`config.mk`:
```
export PLATFORM = sky130hd
export DESIGN_NAME = vpe_dequant_sched_flat
export DESIGN_NICKNAME = d
export VERILOG_FILES = /design/src/rtl/vpe_dequant_sched_if.sv /design/src/rtl/vpe_dequant_sched.sv /design/src/flat_wrapper.sv
export SDC_FILE = /design/constraint.sdc
export NUM_CORES = 1
export LEC_CHECK = 0
export CAP_MARGIN = 0
export CORE_MARGIN = 1
export CORE_UTILIZATION = 30
export CTS_CLUSTER_SIZE = 10
export DETAILED_ROUTE_END_ITERATION = 8
export PLACE_DENSITY_LB_ADDON = 0.1
export SYNTH_ARGS = -nofsm -noshare
export SYNTH_HDL_FRONTEND = slang
export SYNTH_SLANG_ARGS = --single-unit
```
`constraint.sdc`:
```
create_clock -name clk -period 5 [get_ports clk]
set_input_delay 1.25 -clock clk [delete_from_list [all_inputs] [get_ports clk]]
set_output_delay 1.25 -clock clk [all_outputs]
set_load 0.02 [all_outputs]
```
`src/rtl/vpe_dequant_sched_if.sv`:
```
// Psum-in / dequant-out handshake bundle between the tile sequencer and its neighbours.
// master = the side that supplies psums and consumes dequant requests.
interface vpe_dequant_sched_if #(
    parameter int PSUM_WIDTH = 32
);
    logic                  psum_in_valid;
    logic                  psum_in_ready;
    logic [PSUM_WIDTH-1:0] psum_in;
    logic                  deq_valid;
    logic                  deq_ready;
    logic [PSUM_WIDTH-1:0] deq_psum;
    logic [31:0]           deq_scale;
    logic                  deq_enable;
    logic                  deq_last;

    modport master (
        output psum_in_valid, psum_in, deq_ready,
        input  psum_in_ready, deq_valid, deq_psum, deq_scale, deq_enable, deq_last
    );

    modport slave (
        input  psum_in_valid, psum_in, deq_ready,
        output psum_in_ready, deq_valid, deq_psum, deq_scale, deq_enable, deq_last
    );
endinterface

```
`src/rtl/vpe_dequant_sched.sv`:
```
// Tile sequencer for the VPU dequantizer lane: pairs each channel-major psum with its
// channel's FP32 scale through one registered valid/ready stage and flags tile end.
module vpe_dequant_sched #(
    parameter int NUM_CH     = 16,
    parameter int PSUM_WIDTH = 32,
    parameter int CNT_WIDTH  = 16,
    parameter int AW         = $clog2(NUM_CH)
) (
    input  logic                 clk,
    input  logic                 rst,
    input  logic                 cfg_scale_we,
    input  logic [AW-1:0]        cfg_scale_addr,
    input  logic [31:0]          cfg_scale_data,
    input  logic                 start,
    input  logic [AW:0]          cfg_num_ch,
    input  logic [CNT_WIDTH-1:0] cfg_num_rows,
    input  logic                 cfg_dequant_en,
    output logic                 busy,
    output logic                 done,
    vpe_dequant_sched_if.slave   io
);

    typedef enum logic [1:0] {S_IDLE, S_RUN, S_DRAIN, S_DONE} state_e;

    state_e                state_q;
    logic [AW:0]           num_ch_q;
    logic [CNT_WIDTH-1:0]  num_rows_q;
    logic                  en_q;
    logic [AW-1:0]         ch_idx_q;
    logic [CNT_WIDTH-1:0]  row_idx_q;

    logic                  deq_valid_q;
    logic                  deq_last_q;
    logic                  deq_enable_q;
    logic [PSUM_WIDTH-1:0] deq_psum_q;
    logic [31:0]           deq_scale_q;

    logic [31:0]           scale_q [NUM_CH];
    logic [NUM_CH-1:0]     scale_we;

    logic                  ch_last;
    logic                  row_last;
    logic                  in_ready;
    logic                  accept;
    logic                  out_fire;
    logic                  cfg_empty;
    logic [AW-1:0]         ch_idx_d;
    logic [CNT_WIDTH-1:0]  row_idx_d;

    // Per-entry decode; addresses past the table never match, so they are dropped.
    for (genvar gi = 0; gi < NUM_CH; gi++) begin : g_we
        assign scale_we[gi] = (state_q == S_IDLE) && cfg_scale_we
                              && ({1'b0, cfg_scale_addr} == (AW+1)'(gi));
    end

    always_ff @(posedge clk) begin
        if (rst) begin
            for (int i = 0; i < NUM_CH; i++) scale_q[i] <= '0;
        end else begin
            for (int i = 0; i < NUM_CH; i++) begin
                if (scale_we[i]) scale_q[i] <= cfg_scale_data;
            end
        end
    end

    assign ch_last   = ({1'b0, ch_idx_q} == (num_ch_q - 1'b1));
    assign row_last  = (row_idx_q == (num_rows_q - 1'b1));
    assign out_fire  = deq_valid_q && io.deq_ready;
    assign in_ready  = (state_q == S_RUN) && (!deq_valid_q || io.deq_ready);
    assign accept    = io.psum_in_valid && in_ready;
    assign ch_idx_d  = ch_last ? '0 : ch_idx_q + 1'b1;
    assign row_idx_d = ch_last ? row_idx_q + 1'b1 : row_idx_q;
    assign cfg_empty = (cfg_num_ch == '0) || (cfg_num_ch > (AW+1)'(NUM_CH))
                       || (cfg_num_rows == '0);

    always_ff @(posedge clk) begin
        if (rst) begin
            state_q      <= S_IDLE;
            num_ch_q     <= '0;
            num_rows_q   <= '0;
            en_q         <= 1'b0;
            ch_idx_q     <= '0;
            row_idx_q    <= '0;
            deq_valid_q  <= 1'b0;
            deq_last_q   <= 1'b0;
            deq_enable_q <= 1'b0;
            deq_psum_q   <= '0;
            deq_scale_q  <= '0;
        end else begin
            case (state_q)
                S_IDLE: begin
                    if (start) begin
                        num_ch_q   <= cfg_num_ch;
                        num_rows_q <= cfg_num_rows;
                        en_q       <= cfg_dequant_en;
                        ch_idx_q   <= '0;
                        row_idx_q  <= '0;
                        state_q    <= cfg_empty ? S_DONE : S_RUN;
                    end
                end
                S_RUN: begin
                    if (accept) begin
                        ch_idx_q  <= ch_idx_d;
                        row_idx_q <= row_idx_d;
                        if (ch_last && row_last) state_q <= S_DRAIN;
                    end
                end
                S_DRAIN: begin
                    if (!deq_valid_q || io.deq_ready) state_q <= S_DONE;
                end
                S_DONE: state_q <= S_IDLE;
                default: state_q <= S_IDLE;
            endcase

            // A same-cycle accept overwrites the stage, so back-to-back data has no bubble.
            if (accept) begin
                deq_valid_q  <= 1'b1;
                deq_psum_q   <= io.psum_in;
                deq_scale_q  <= scale_q[ch_idx_q];
                deq_enable_q <= en_q;
                deq_last_q   <= ch_last && row_last;
            end else if (out_fire) begin
                deq_valid_q  <= 1'b0;
            end
        end
    end

    assign busy             = (state_q != S_IDLE);
    assign done             = (state_q == S_DONE);
    assign io.psum_in_ready = in_ready;
    assign io.deq_valid     = deq_valid_q;
    assign io.deq_psum      = deq_psum_q;
    assign io.deq_scale     = deq_scale_q;
    assign io.deq_enable    = deq_enable_q;
    assign io.deq_last      = deq_last_q;

endmodule
```
`src/flat_wrapper.sv`:
```
// flat-port wrapper written by rule: the top's interface ports become plain ports
module vpe_dequant_sched_flat 
#(
    parameter int NUM_CH     = 16,
    parameter int PSUM_WIDTH = 32,
    parameter int CNT_WIDTH  = 16,
    parameter int AW         = $clog2(NUM_CH)
)
  (clk, rst, cfg_scale_we, cfg_scale_addr, cfg_scale_data, start, cfg_num_ch, cfg_num_rows, cfg_dequant_en, busy, done, io_psum_in_valid, io_psum_in, io_deq_ready, io_psum_in_ready, io_deq_valid, io_deq_psum, io_deq_scale, io_deq_enable, io_deq_last);
  vpe_dequant_sched_if #(.PSUM_WIDTH(PSUM_WIDTH)) io_i ();
  input  logic clk;
  input  logic rst;
  input  logic cfg_scale_we;
  input  logic [AW-1:0] cfg_scale_addr;
  input  logic [31:0] cfg_scale_data;
  input  logic start;
  input  logic [AW:0] cfg_num_ch;
  input  logic [CNT_WIDTH-1:0] cfg_num_rows;
  input  logic cfg_dequant_en;
  output logic busy;
  output logic done;
  input wire logic [$bits(io_i.psum_in_valid)-1:0] io_psum_in_valid;
  input wire logic [$bits(io_i.psum_in)-1:0] io_psum_in;
  input wire logic [$bits(io_i.deq_ready)-1:0] io_deq_ready;
  output wire logic [$bits(io_i.psum_in_ready)-1:0] io_psum_in_ready;
  output wire logic [$bits(io_i.deq_valid)-1:0] io_deq_valid;
  output wire logic [$bits(io_i.deq_psum)-1:0] io_deq_psum;
  output wire logic [$bits(io_i.deq_scale)-1:0] io_deq_scale;
  output wire logic [$bits(io_i.deq_enable)-1:0] io_deq_enable;
  output wire logic [$bits(io_i.deq_last)-1:0] io_deq_last;
  assign io_i.psum_in_valid = io_psum_in_valid;
  assign io_i.psum_in = io_psum_in;
  assign io_i.deq_ready = io_deq_ready;
  assign io_psum_in_ready = io_i.psum_in_ready;
  assign io_deq_valid = io_i.deq_valid;
  assign io_deq_psum = io_i.deq_psum;
  assign io_deq_scale = io_i.deq_scale;
  assign io_deq_enable = io_i.deq_enable;
  assign io_deq_last = io_i.deq_last;
  vpe_dequant_sched #(.NUM_CH(NUM_CH), .PSUM_WIDTH(PSUM_WIDTH), .CNT_WIDTH(CNT_WIDTH), .AW(AW)) u_core (.clk(clk), .rst(rst), .cfg_scale_we(cfg_scale_we), .cfg_scale_addr(cfg_scale_addr), .cfg_scale_data(cfg_scale_data), .start(start), .cfg_num_ch(cfg_num_ch), .cfg_num_rows(cfg_num_rows), .cfg_dequant_en(cfg_dequant_en), .busy(busy), .done(done), .io(io_i));
endmodule
```
Word level (Yosys, flattened, before mapping)
Memories as Yosys holds them, arrays and structs flattened. A register that Yosys moved wholly into a read port is not among the register bits.
Cells that the tools add are included.
- register bits after elaboration: 79
- RAM bits: 512
- input bits: 96
- output and inout bits: 70
- memories kept: 1
- memories (name ; depth ; bits a word ; rd ports ; clocked after Yosys merged registers in ; wr ports ; line ; source):
    u_core.scale_q ; 16 ; 32 ; 1 ; 1 ; 16 ; vpe_dequant_sched.sv:38 ; logic [31:0] scale_q [NUM_CH];
- add/subtract/negate cells: 4
- order comparisons: 1
- equal/unequal tests: 25
- mux-type cells: 82
- bitwise logic cells: 16
- reductions and logical operators: 36
- operator list (cell ; number):
    2-to-1 mux 32 bit ; 16
    2-to-1 mux 1 bit ; 52
    2-to-1 mux 16 bit ; 3
    == test 4 bit, second input constant ; 8
    case mux 16 bit (2 select lines) ; 1
    logical AND 1 bit ; 21
    adder 16 x 1 -> 16 bit, second input constant ; 1
    == test 16 bit ; 1
    == test 4 x 3 -> 1 bit, second input constant ; 4
    zero test 16 bit ; 1
    bitwise OR 1 bit ; 16
    subtractor 16 x 1 -> 16 bit, second input constant ; 1
    2-to-1 mux 4 bit ; 3
    2-to-1 mux 2 bit ; 5
    == test 4 x 2 -> 1 bit, second input constant ; 2
    case mux 2 bit (4 select lines) ; 1
    case mux 4 bit (2 select lines) ; 1
    AND reduction 4 bit ; 2
    inequality test 2 x 1 -> 1 bit, second input constant ; 3
    nonzero test 2 bit ; 3
    == test 4 x 5 -> 1 bit ; 1
    greater-than comparator 5 bit, second input constant ; 1
    zero test 5 bit ; 1
    subtractor 5 x 1 -> 5 bit, second input constant ; 1
    11 further kinds ; 15

Depth between registers and ports, before layout
- depth in word-level cells: 7
- gate-level depth with buffers: 11
- gate-level depth less buffers: 10

Worst setup path after synthesis
OpenSTA, ideal clock, no wires.
- path type: input-to-reg
- start point: input port rst
- end point: memory u_core.scale_q[3][0], enable pin
- library setup time: 0.394 ns
- data arrival time: 2.852 ns
- path slack: 1.754 ns
- stages: 4
- path buffers: 3
- path through: clkbuf_1 -> clkbuf_1 -> clkbuf_1 -> nand2b_1
- RTL lines (item ; line ; source):
    from (decl) ; flat_wrapper.sv:12 ; input logic rst;
    to (decl) ; vpe_dequant_sched.sv:38 ;

Final worst setup path
- start point: input port io_deq_ready
- end point: output port io_psum_in_ready
- word-level cells in the longest chain between the ends: 2
- ends and longest elaborated chain (item ; line ; source):
    from (decl) ; flat_wrapper.sv:24 ; input wire logic [$bits(io_i.deq_ready)-1:0] io_deq_ready;
    logical OR 1 bit ; vpe_dequant_sched.sv:69 ; assign in_ready = (state_q == S_RUN) && (!deq_valid_q || io.deq_ready);
    logical AND 1 bit ; vpe_dequant_sched.sv:69 ;
    to (decl) ; flat_wrapper.sv:25 ; output wire logic [$bits(io_i.psum_in_ready)-1:0] io_psum_in_ready;
No other way between the ends.

==> flow_metrics.tcl <==
set metrics [dict create \
    crit_type "input port to output port" \
    final-setup-viol-count 0 \
    cp_data_arrival_time_ns 2.73 \
    status "complete, no violations" \
    grt-ovfl-total 0 \
    final_cell_mix "edfxtp_1 (512), nor2_1 (355), nand2_1 (196)" \
    synth_top_area_share_pct 59.2 \
    fin_setup_tns_ns 0 \
    final_cell_count_no_fill 3166 \
    antenna_found_initial 1 \
    tightest_slew_ns 1.07 \
    hpwl_um 45000 \
    p_leak_nw 10.5 \
    clkPwrFrac_pct 37.4 \
    post_cts_buffers 0 \
    area_growth_pct 20.2 \
    min_period_ns 3.98 \
    start_util_pct 30.4 \
    p_switching_mw 3.59 \
    end_kind "output port" \
    grt_pass1_wl_um 106000 \
    ys_top_cells_by_area "edfxtp_1 (59%), mux4_2 (14%), dfxtp_1 (8.6%), nor2_1 (5.1%), nand2_1 (2.9%)" \
    crit_fanout 6 \
    cpMostUsedCell "clkdlybuf4s50_1" \
    synth_ff_type "edfxtp_1" \
    relSlewSlack_pct 28.7 \
    critPathRequiredTime_ns 3.75 \
    intPower_mw 9.96 \
    grt_use_total_pct 16.5 \
    cts.repair.resized 0 \
    synth_area_sq_um 26000 \
    synthArstFlopShare_pct 0 \
    core_sq_um 85400 \
    synth_fp_nets 1919 \
    grt_max_degree 69 \
    cts_buffer_depth 3 \
    power.total_mw 13.6 \
    seq_area_frac_synth_pct 67.8 \
    io_pins 166 \
    cpPeakStageDelay_ns 0.60 \
    rows 107 \
    powerDensity_nw_per_um2 434 \
    wl_um 71900 \
    cts_root_buffer "clkbuf_16" \
    slowest_stage "clkdlybuf4s50_1" \
    routabilityCongestion 0.731 \
    fin_worst_skew_ns 0.0184 \
    viasPerCell 4.75 \
    switching_share_pct 26.5 \
    ant_nets 0 \
    finalHoldViolCount 0 \
    grt_pass1_vias 15602 \
    peakVddDrop_mv 0.237 \
    numPortBuffers 165 \
    finalCritPeriodShare_pct 79.6 \
    cts_made_buffers 75 \
    nFillCells 8242 \
    synth_top_cell_by_area "edfxtp_1" \
    drc 0 \
    die_w_um 296 \
    ctsHoldBuffers 0 \
    drive_gt1_share_pct 16.4 \
    cp-start-kind "input port" \
    hp-class "flop to flop" \
    die_area_sq_um 87700 \
    nNetsFinal 2065 \
    vias 15053 \
    dpl.cell_count 3027 \
    synth_edf_count 512 \
    synth_area_per_cell_sq_um 14.3 \
    ys_seq_elements 623 \
    worstPathCellList "clkdlybuf4s50_1 -> nand2b_1 -> and2_1 -> clkdlybuf4s50_1" \
    clkSinkCount 623 \
    cts_tree "built" \
    wl_per_cell_um 22.7 \
    drt-initial-drc-count 1021 \
    yosysWarnings 0 \
    synth_cell_types 54 \
    cap_violations 0 \
    path_clk_slew_ns 0.06 \
    seq_power_share_pct 45.9 \
    die_h_um 296 \
    syn_inst 1814 \
    clock.fmax_mhz 251 \
    drt_first_pass_iters 5 \
    power_frac_comb_pct 16.7 \
    final_common_cell "edfxtp_1" \
    slew_viol_final 0 \
    clk_latency_ns 0.61 \
    rsz0062_at_grt "no" \
    h-tree-depth 3 \
]
## path summary, 6_finish.rpt
kind                           from                endpoint  slack, ns  depth (start not counted)
max reg2reg       u_core.state_q[0]   u_core.scale_q[6][29]       1.74                          7
min          u_core.io.deq_scale[4]  u_core.io.deq_scale[4]       0.45                          2
min reg2reg  u_core.io.deq_scale[4]  u_core.io.deq_scale[4]       0.45                          2
max                    io_deq_ready        io_psum_in_ready       1.02                          4
## kinds of logic after synthesis
family                     synth area share (%)
and+or+nand+nor                            10.8
muxes                                      14.1
DFF                                        67.8
adders and majority gates                 0.434
buffers and inverters                      2.74
xor gates and xnor gates                   1.45
AOI/OAI and AO/OA                          2.64
## power by group through the flow
stage | clock network [mW] | logic [mW] | registers [mW]
floorplan | 0 | 1.48 | 6.26
global placement | 0 | 2.30 | 6.32
detailed placement | 0 | 2.32 | 6.33
CTS | 5.22 | 2.32 | 6.23
global route | 5.41 | 2.46 | 6.26
finish | 5.07 | 2.26 | 6.22
## metrics by stage
stage	hold slack (ns)	cell area [sq um]	util (%)	worst slack [ns]
final	0.452	31200	36.5	1.02
after global routing	0.472	31200	36.5	0.937
after CTS	0.454	31200	36.5	1.01
after detailed placement	0.447	29000	33.9	0.885
after global placement	0.441	29000	33.9	0.915
after floorplan	0.432	26000	-	1.75
## cells in the mapped netlist, types with 2 or more instances
cell type	n
mux2_2	3
dfxtp_1	111
a31o_2	2
edfxtp_1	512
mux4_2	160
nor3b_1	4
o21ai_0	8
a21oi_1	94
nand2b_1	48
or2_2	2
nand4_1	12
inv_1	44
nand4b_1	2
and3_1	3
or3_1	4
xor2_1	19
nand3b_1	2
nor2b_1	5
buf_1	12
xnor2_1	24
mux2i_1	3
a21o_1	4
clkbuf_1	116
o21ai_2	2
nor3_1	4
nand3_1	12
ha_1	9
nand2_1	198
nor2_1	355
nor4_1	7
buf_2	10
## worst max-delay path: cells and delay by family
| family | cells | cell delay [ns] |
|---|---|---|
| simple gates | 2 | 0.43 |
| buf+inv | 2 | 1.05 |
## cell type report
| class | count | area, sq um | share of cell area [%] |
|---|---|---|---|
| Inverter | 44 | 165 | 0.529 |
| Timing Repair Buffer | 209 | 2050 | 6.55 |
| Multi-Input combinational cell | 1007 | 7710 | 24.7 |
| Antenna cell | 1 | 2.50 | 0.00802 |
| Sequential cell | 623 | 17600 | 56.4 |
| Tap cell | 1144 | 1430 | 4.59 |
| Clock buffer | 130 | 2180 | 6.97 |
| Clock inverter | 8 | 72.6 | 0.233 |
## flip-flops by register name, indices dropped and copies added (netlist names), 2 cells and up
| name | flops |
|---|---|
| u_core.scale_q | 512 |
| u_core.state_q | 2 |
| u_core.row_idx_q | 16 |
| u_core.ch_idx_q | 4 |
| u_core.io.deq_psum | 32 |
| u_core.num_ch_q | 5 |
| u_core.io.deq_scale | 32 |
| u_core.num_rows_q | 16 |
## routing by layer
| metal | up-vias | track usage [%] | routed length (um) |
|---|---|---|---|
| met4 | 0 | 3.92 | 964 |
| li1 | 6887 | - | - |
| met5 | - | 0 | 0 |
| met1 | 7756 | 22.6 | 33100 |
| met2 | 348 | 27.5 | 34500 |
| met3 | 62 | 2.72 | 3360 |
Note: power is estimated with default switching activity, not from simulation.
